`src/rtl/pq_dma_pkg.sv`:
```
// Shared definitions for the peripheral DMA engine: register map,
// CTRL/STATUS bit positions and the engine state encoding.
package pq_dma_pkg;

  localparam logic [2:0] ADDR_SRC    = 3'd0;
  localparam logic [2:0] ADDR_DST    = 3'd1;
  localparam logic [2:0] ADDR_LEN    = 3'd2;
  localparam logic [2:0] ADDR_FILL   = 3'd3;
  localparam logic [2:0] ADDR_CTRL   = 3'd4;
  localparam logic [2:0] ADDR_STATUS = 3'd5;

  localparam int CTRL_START = 0;
  localparam int CTRL_MODE  = 1;
  localparam int CTRL_ABORT = 2;

  localparam int STAT_BUSY = 31;
  localparam int STAT_DONE = 30;

  localparam int ADDR_W = 24;

  typedef enum logic [1:0] {
    IDLE = 2'd0,
    RD   = 2'd1,
    WR   = 2'd2
  } dma_state_e;

endpackage

```
`src/rtl/periph_dma.sv`:
```
// CPU-programmed single-channel DMA: copies SRC->DST or fills DST with a
// constant, one word per SDRAM request/ack handshake.
module periph_dma
  import pq_dma_pkg::*;
#(
  parameter int LEN_W = 24
) (
  input  logic              clk,
  input  logic              reset_n,
  input  logic              reg_wr,
  input  logic [2:0]        reg_addr,
  input  logic [31:0]       reg_wdata,
  output logic [31:0]       reg_rdata,
  output logic              dma_rd,
  output logic              dma_wr,
  output logic [ADDR_W-1:0] dma_addr,
  output logic [31:0]       dma_wdata,
  output logic [3:0]        dma_wstrb,
  output logic              dma_active,
  input  logic              sdram_ack,
  input  logic [31:0]       sdram_rdata,
  output logic              irq_done
);

  dma_state_e        r_state;
  dma_state_e        w_state_nxt;

  logic [ADDR_W-1:0] r_src;
  logic [ADDR_W-1:0] r_dst;
  logic [LEN_W-1:0]  r_len;
  logic [31:0]       r_fill;
  logic              r_mode;
  logic              r_done;
  logic              r_irq;
  logic              r_abort_pend;

  logic [ADDR_W-1:0] r_wsrc;
  logic [ADDR_W-1:0] r_wdst;
  logic [LEN_W-1:0]  r_rem;
  logic [31:0]       r_data;

  logic              w_busy;
  logic              w_ctrl_wr;
  logic              w_start_req;
  logic              w_abort_req;
  logic              w_abort;
  logic              w_launch;
  logic              w_zero_start;
  logic              w_finish;
  logic              w_aborted;
  logic              w_rd_ack;
  logic              w_wr_ack;
  logic [23:0]       w_rem24;

  assign w_busy      = (r_state != IDLE);
  assign w_ctrl_wr   = reg_wr && (reg_addr == ADDR_CTRL);
  // Abort in the same write as start wins; the start is dropped.
  assign w_start_req = w_ctrl_wr && reg_wdata[CTRL_START] && !reg_wdata[CTRL_ABORT];
  assign w_abort_req = w_ctrl_wr && reg_wdata[CTRL_ABORT];
  assign w_abort     = r_abort_pend || (w_abort_req && w_busy);
  assign w_rd_ack    = (r_state == RD) && sdram_ack;
  assign w_wr_ack    = (r_state == WR) && sdram_ack;
  assign w_rem24     = 24'(r_rem);

  always_ff @(posedge clk or negedge reset_n) begin
    if (!reset_n) begin
      r_state <= IDLE;
    end else begin
      r_state <= w_state_nxt;
    end
  end

  always_comb begin
    w_state_nxt  = r_state;
    w_launch     = 1'b0;
    w_zero_start = 1'b0;
    w_finish     = 1'b0;
    w_aborted    = 1'b0;
    case (r_state)
      IDLE: begin
        if (w_start_req) begin
          if (r_len == '0) begin
            w_zero_start = 1'b1;
          end else begin
            w_launch    = 1'b1;
            w_state_nxt = reg_wdata[CTRL_MODE] ? WR : RD;
          end
        end
      end
      RD: begin
        if (sdram_ack) begin
          if (w_abort) begin
            w_state_nxt = IDLE;
            w_aborted   = 1'b1;
          end else begin
            w_state_nxt = WR;
          end
        end
      end
      WR: begin
        if (sdram_ack) begin
          if (w_abort) begin
            w_state_nxt = IDLE;
            w_aborted   = 1'b1;
          end else if (r_rem == LEN_W'(1)) begin
            w_state_nxt = IDLE;
            w_finish    = 1'b1;
          end else begin
            w_state_nxt = r_mode ? WR : RD;
          end
        end
      end
      default: w_state_nxt = IDLE;
    endcase
  end

  always_ff @(posedge clk or negedge reset_n) begin
    if (!reset_n) begin
      r_src        <= '0;
      r_dst        <= '0;
      r_len        <= '0;
      r_fill       <= '0;
      r_mode       <= 1'b0;
      r_done       <= 1'b0;
      r_irq        <= 1'b0;
      r_abort_pend <= 1'b0;
      r_wsrc       <= '0;
      r_wdst       <= '0;
      r_rem        <= '0;
      r_data       <= '0;
    end else begin
      r_irq <= w_zero_start | w_finish | w_aborted;

      // Programming is frozen while a job runs so a re-start repeats it.
      if (reg_wr && !w_busy) begin
        case (reg_addr)
          ADDR_SRC:  r_src  <= reg_wdata[ADDR_W-1:0];
          ADDR_DST:  r_dst  <= reg_wdata[ADDR_W-1:0];
          ADDR_LEN:  r_len  <= reg_wdata[LEN_W-1:0];
          ADDR_FILL: r_fill <= reg_wdata;
          ADDR_CTRL: r_mode <= reg_wdata[CTRL_MODE];
          default: ;
        endcase
      end

      if (w_launch) begin
        r_wsrc <= r_src;
        r_wdst <= r_dst;
        r_rem  <= r_len;
        r_done <= 1'b0;
      end

      if (w_zero_start) begin
        r_rem  <= '0;
        r_done <= 1'b1;
      end

      if (w_finish) begin
        r_done <= 1'b1;
      end

      // Address counters wrap naturally at 2^24.
      if (w_rd_ack) begin
        r_data <= sdram_rdata;
        r_wsrc <= r_wsrc + 24'd1;
      end

      if (w_wr_ack) begin
        r_wdst <= r_wdst + 24'd1;
        r_rem  <= r_rem - LEN_W'(1);
      end

      if (w_state_nxt == IDLE) begin
        r_abort_pend <= 1'b0;
      end else if (w_abort_req && w_busy) begin
        r_abort_pend <= 1'b1;
      end
    end
  end

  // Request outputs decode only flopped state, never the ack input.
  always_comb begin
    dma_rd     = (r_state == RD);
    dma_wr     = (r_state == WR);
    dma_active = w_busy;
    dma_wstrb  = 4'b1111;
    irq_done   = r_irq;
    dma_addr   = '0;
    dma_wdata  = '0;
    if (r_state == RD) begin
      dma_addr = r_wsrc;
    end else if (r_state == WR) begin
      dma_addr  = r_wdst;
      dma_wdata = r_mode ? r_fill : r_data;
    end
  end

  always_comb begin
    reg_rdata = '0;
    case (reg_addr)
      ADDR_SRC:  reg_rdata = {8'd0, r_src};
      ADDR_DST:  reg_rdata = {8'd0, r_dst};
      ADDR_LEN:  reg_rdata = 32'(r_len);
      ADDR_FILL: reg_rdata = r_fill;
      ADDR_CTRL: reg_rdata[CTRL_MODE] = r_mode;
      ADDR_STATUS: begin
        reg_rdata[STAT_BUSY] = w_busy;
        reg_rdata[STAT_DONE] = r_done;
        reg_rdata[23:0]      = w_rem24;
      end
      default: reg_rdata = '0;
    endcase
  end

endmodule

```
`config.mk`:
```
export PLATFORM = sky130hd
export DESIGN_NAME = periph_dma
export DESIGN_NICKNAME = d
export VERILOG_FILES = /design/src/rtl/pq_dma_pkg.sv /design/src/rtl/periph_dma.sv
export SDC_FILE = /design/constraint.sdc
export NUM_CORES = 1
export LEC_CHECK = 0
export CORE_UTILIZATION = 25
export CTS_CLUSTER_DIAMETER = 60
export DETAILED_ROUTE_END_ITERATION = 10
export GPL_ROUTABILITY_DRIVEN = 0
export PLACE_DENSITY_LB_ADDON = 0.08
export SETUP_SLACK_MARGIN = 0.05
export SKIP_CTS_REPAIR_TIMING = 1
export SYNTH_ARGS = -nofsm -noshare
export SYNTH_HDL_FRONTEND = slang
export SYNTH_SLANG_ARGS = --single-unit
```
`constraint.sdc`:
```
create_clock -name clk -period 2.8 [get_ports clk]
set_input_delay 0.28 -clock clk [delete_from_list [all_inputs] [get_ports clk]]
set_output_delay 0.28 -clock clk [all_outputs]
set_load 0.02 [all_outputs]
```
==> impl_results.md <==
- Iteration-0 DRC Markers: between 600 and 700
- Chip Width: 217 um
- Area growth syn-to-layout: 33.5%
- Internal Power: between 9 and 10 mW
- Min-Delay Startpoint: sdram_rdata[28]
- Worst-case reg-to-reg path depth: 6
- EDFF count, synth: 0
- Largest net degree at the start of global routing: 67
- Max Root-Sink Buffers: 3
- Worst Path Required: between 2 and 3 ns
- CP Max Fanout: 7
- Total die area: 47,100 um2
- Port Buffers: approximately 160
- Minimum clock period: approximately 2.6 ns
- CP startpoint kind: primary input
- Ports: 167
- Core box area: 45,500 um2
- Number of nets in the layout: ~1,400
- Final Instance Area: around 15,000 um2
- Final Util: between 30% and 40%
- HPWL after DPL: between 30 and 40 mm
- Synth area leaders: dfrtp_1 46%, mux2_2 10%, mux2i_1 6.8%
- Final Hold Slack: approximately 0.24 ns
- Combinational Power Share: 34.6%
- Yosys top cell area share: around 46%
- FFs w/ async S/R, synth: 100%
- Netlist Area Pre-Place: 11,500 um2
- Hold Crit Depth: 3
- Slew headroom: between 60 and 70%
- Clock transition at path regs: approximately 0.060 ns
- Count leader, synth: dfrtp_1
- Post-Layout Cell Count: roughly 2,000
- Worst r2r src: r_len[21]
- TritonCTS clock tree: built
- Post-synthesis register bit count: 214
- Fin. Hold Viols: 0
- TritonCTS Sinks: between 200 and 250
- Vias in the first global route: 10,218
- Worst Setup End Kind: primary output
- DR DRC count: 0
- Std-Cell Rows: 78
- Final TNS setup: 0 ns
- Leading area contributor after synthesis: dfrtp_1
- Root buffer cell: clkbuf_16
- RSZ-0062 raised after global routing: no
- DP Cell Count: 1,935
- Vias/cell: ~5.0
- GRT overflow: 0
- CP startpoint: reg_addr[0]
- H-tree levels: 1
- HP Class: in2reg
- Sequential fraction of the synthesis area: between 40% and 50%
- Placement Cell Area: around 14,000 um2
- YS warnings: 0
- Mean Syn Cell Area: a little under 10 um2
- Routed WL per cell: roughly 23 um
- Clk pwr share: about a quarter
- Peak VDD IR: roughly 460 uV
- Initial antenna violation count: 0
- GRT Overall Usage: between 10% and 20%
- Yosys cell types: 71
- ANT nets after route: 0
- Switching power: 6.14 mW
- Initial Utilization: about 25%
- Synth Instances: approximately 1,200
- Status: completed
- Max Slew Vio Count: 0
- Setup CP Type: in2out
- Pleak: around 7.3 nW
- Least-Margin Pin Slew: around 0.59 ns
- Share of layout cells above drive strength 1: about a fifth
- Sw Share: 39.2%
- First-pass GRT wire length: 68.2 mm
- Final wirelength: about 45 mm
- Via count: between 10,000 and 15,000
- Flop pwr share: between 40 and 50%
- Worst Clk Skew: 0.00882 ns
- Clk Latency, worst-skew pair: roughly 0.57 ns
- Main synth FF type: dfrtp_1
- CTS Buf Count: 31
- Max Cap Violations: 0
- Highest Clock Rate: 0.383 GHz
- Arrival time worst endpoint: roughly 2.3 ns
- Pwr dens: about 1000 nW/um2
- Final setup fails: 0
- Die height: ~220 um
- First drt pass iteration count: 5
- Tcrit/Tclk final: around 93%
- Commonest cells post-synth: 214 x dfrtp_1, 188 x nand2_1, 107 x mux2_2, 97 x nor2_1, 79 x mux2i_1
==> layout make-up <==
class                           instances  area, um2
Sequential cell                       214       5360
Inverter                               14       52.6
Clock buffer                           45        928
Clock inverter                         12        108
Multi-Input combinational cell        870       5820
Fill cell                            4791      30100
Tap cell                              600        751
Timing Repair Buffer                  239       2390
Antenna cell                            1       2.50
==> kinds of logic (layout without fill, tap and decap cells) <==
| group | count (synthesis) | in the layout | share of synthesized area (%) |
|---|---|---|---|
| buffers and inverters | 95 | 310 | 3.73 |
| AND/OR/NAND/NOR | 437 | 437 | 17.7 |
| other | 1 | 5 | 0.0325 |
| AO/OA/AOI/OAI | 234 | 234 | 13.8 |
| flip-flops | 214 | 214 | 46.4 |
| multiplexers | 187 | 187 | 17.5 |
| adder cells (fa/ha/maj) | 8 | 8 | 0.867 |
==> power by group through the flow <==
stage	registers [mW]	clock network (mW)	logic [mW]
2_1_floorplan	5.40	0	3.61
3_3_place_gp	6.33	0	5.48
3_5_place_dp	6.32	0	5.50
4_1_cts	6.29	4.03	5.53
5_1_grt	6.52	4.16	5.96
6_report	6.31	3.93	5.42
==> worst max-delay path: stages <==
cell and delay, ns:
clkdlybuf4s50_1 0.53, or2_2 0.47, buf_4 0.21, o21ai_0 0.18
clkdlybuf4s50_1 0.64
==> cells in the final DEF, fill, tap and decap left out, types with 13 or more instances in the layout <==
cell type | netlist | final
a211oi_1 | 29 | 29
a21oi_1 | 29 | 29
a22o_1 | 23 | 23
a31oi_1 | 13 | 13
and3_1 | 16 | 16
buf_4 | 5 | 74
clkbuf_16 | 0 | 31
clkdlybuf4s50_1 | 0 | 102
dfrtp_1 | 214 | 213
dlymetal6s2s_1 | 0 | 47
inv_1 | 14 | 14
mux2_2 | 107 | 107
mux2i_1 | 79 | 79
nand2_1 | 188 | 187
nand3_1 | 30 | 30
nor2_1 | 97 | 97
nor3_1 | 29 | 28
o211ai_1 | 17 | 17
o21ai_0 | 65 | 65
==> routing by layer <==
layer / wire length [um] / GRT usage, %
met5: 0 / 0
met4: 534 / 3.66
met3: 1650 / 2.25
met2: 20800 / 30.4
met1: 22100 / 28.3
==> worst paths after layout <==
check | to | slack (ns)
worst min-delay path | r_data[28] | 0.24
worst min register to register | r_data[10] | 0.47
worst max register to register | r_wsrc[6] | 0.41
max in group asynchronous | r_len[17] | 1.76
min in group asynchronous | r_data[9] | 0.27
worst max-delay path | reg_rdata[14] | 0.19
==> stage by stage <==
stage               power, mW  setup WS (ns)
floorplan                9.01          0.509
global placement         11.8          0.226
detailed placement       11.8          0.188
CTS                      15.8         -0.264
global route             16.6         0.0580
finish                   15.7          0.192
==> registers in the layout (all words and copies together) (netlist names) <==
name          flops
r_data           32
r_fill           32
r_dst            24
r_len            24
r_rem            24
r_src            24
r_wdst           24
r_wsrc           24
r_state           2
irq_done          1
r_abort_pend      1
r_done            1
r_mode            1
Power figures use the tool's default switching activity.
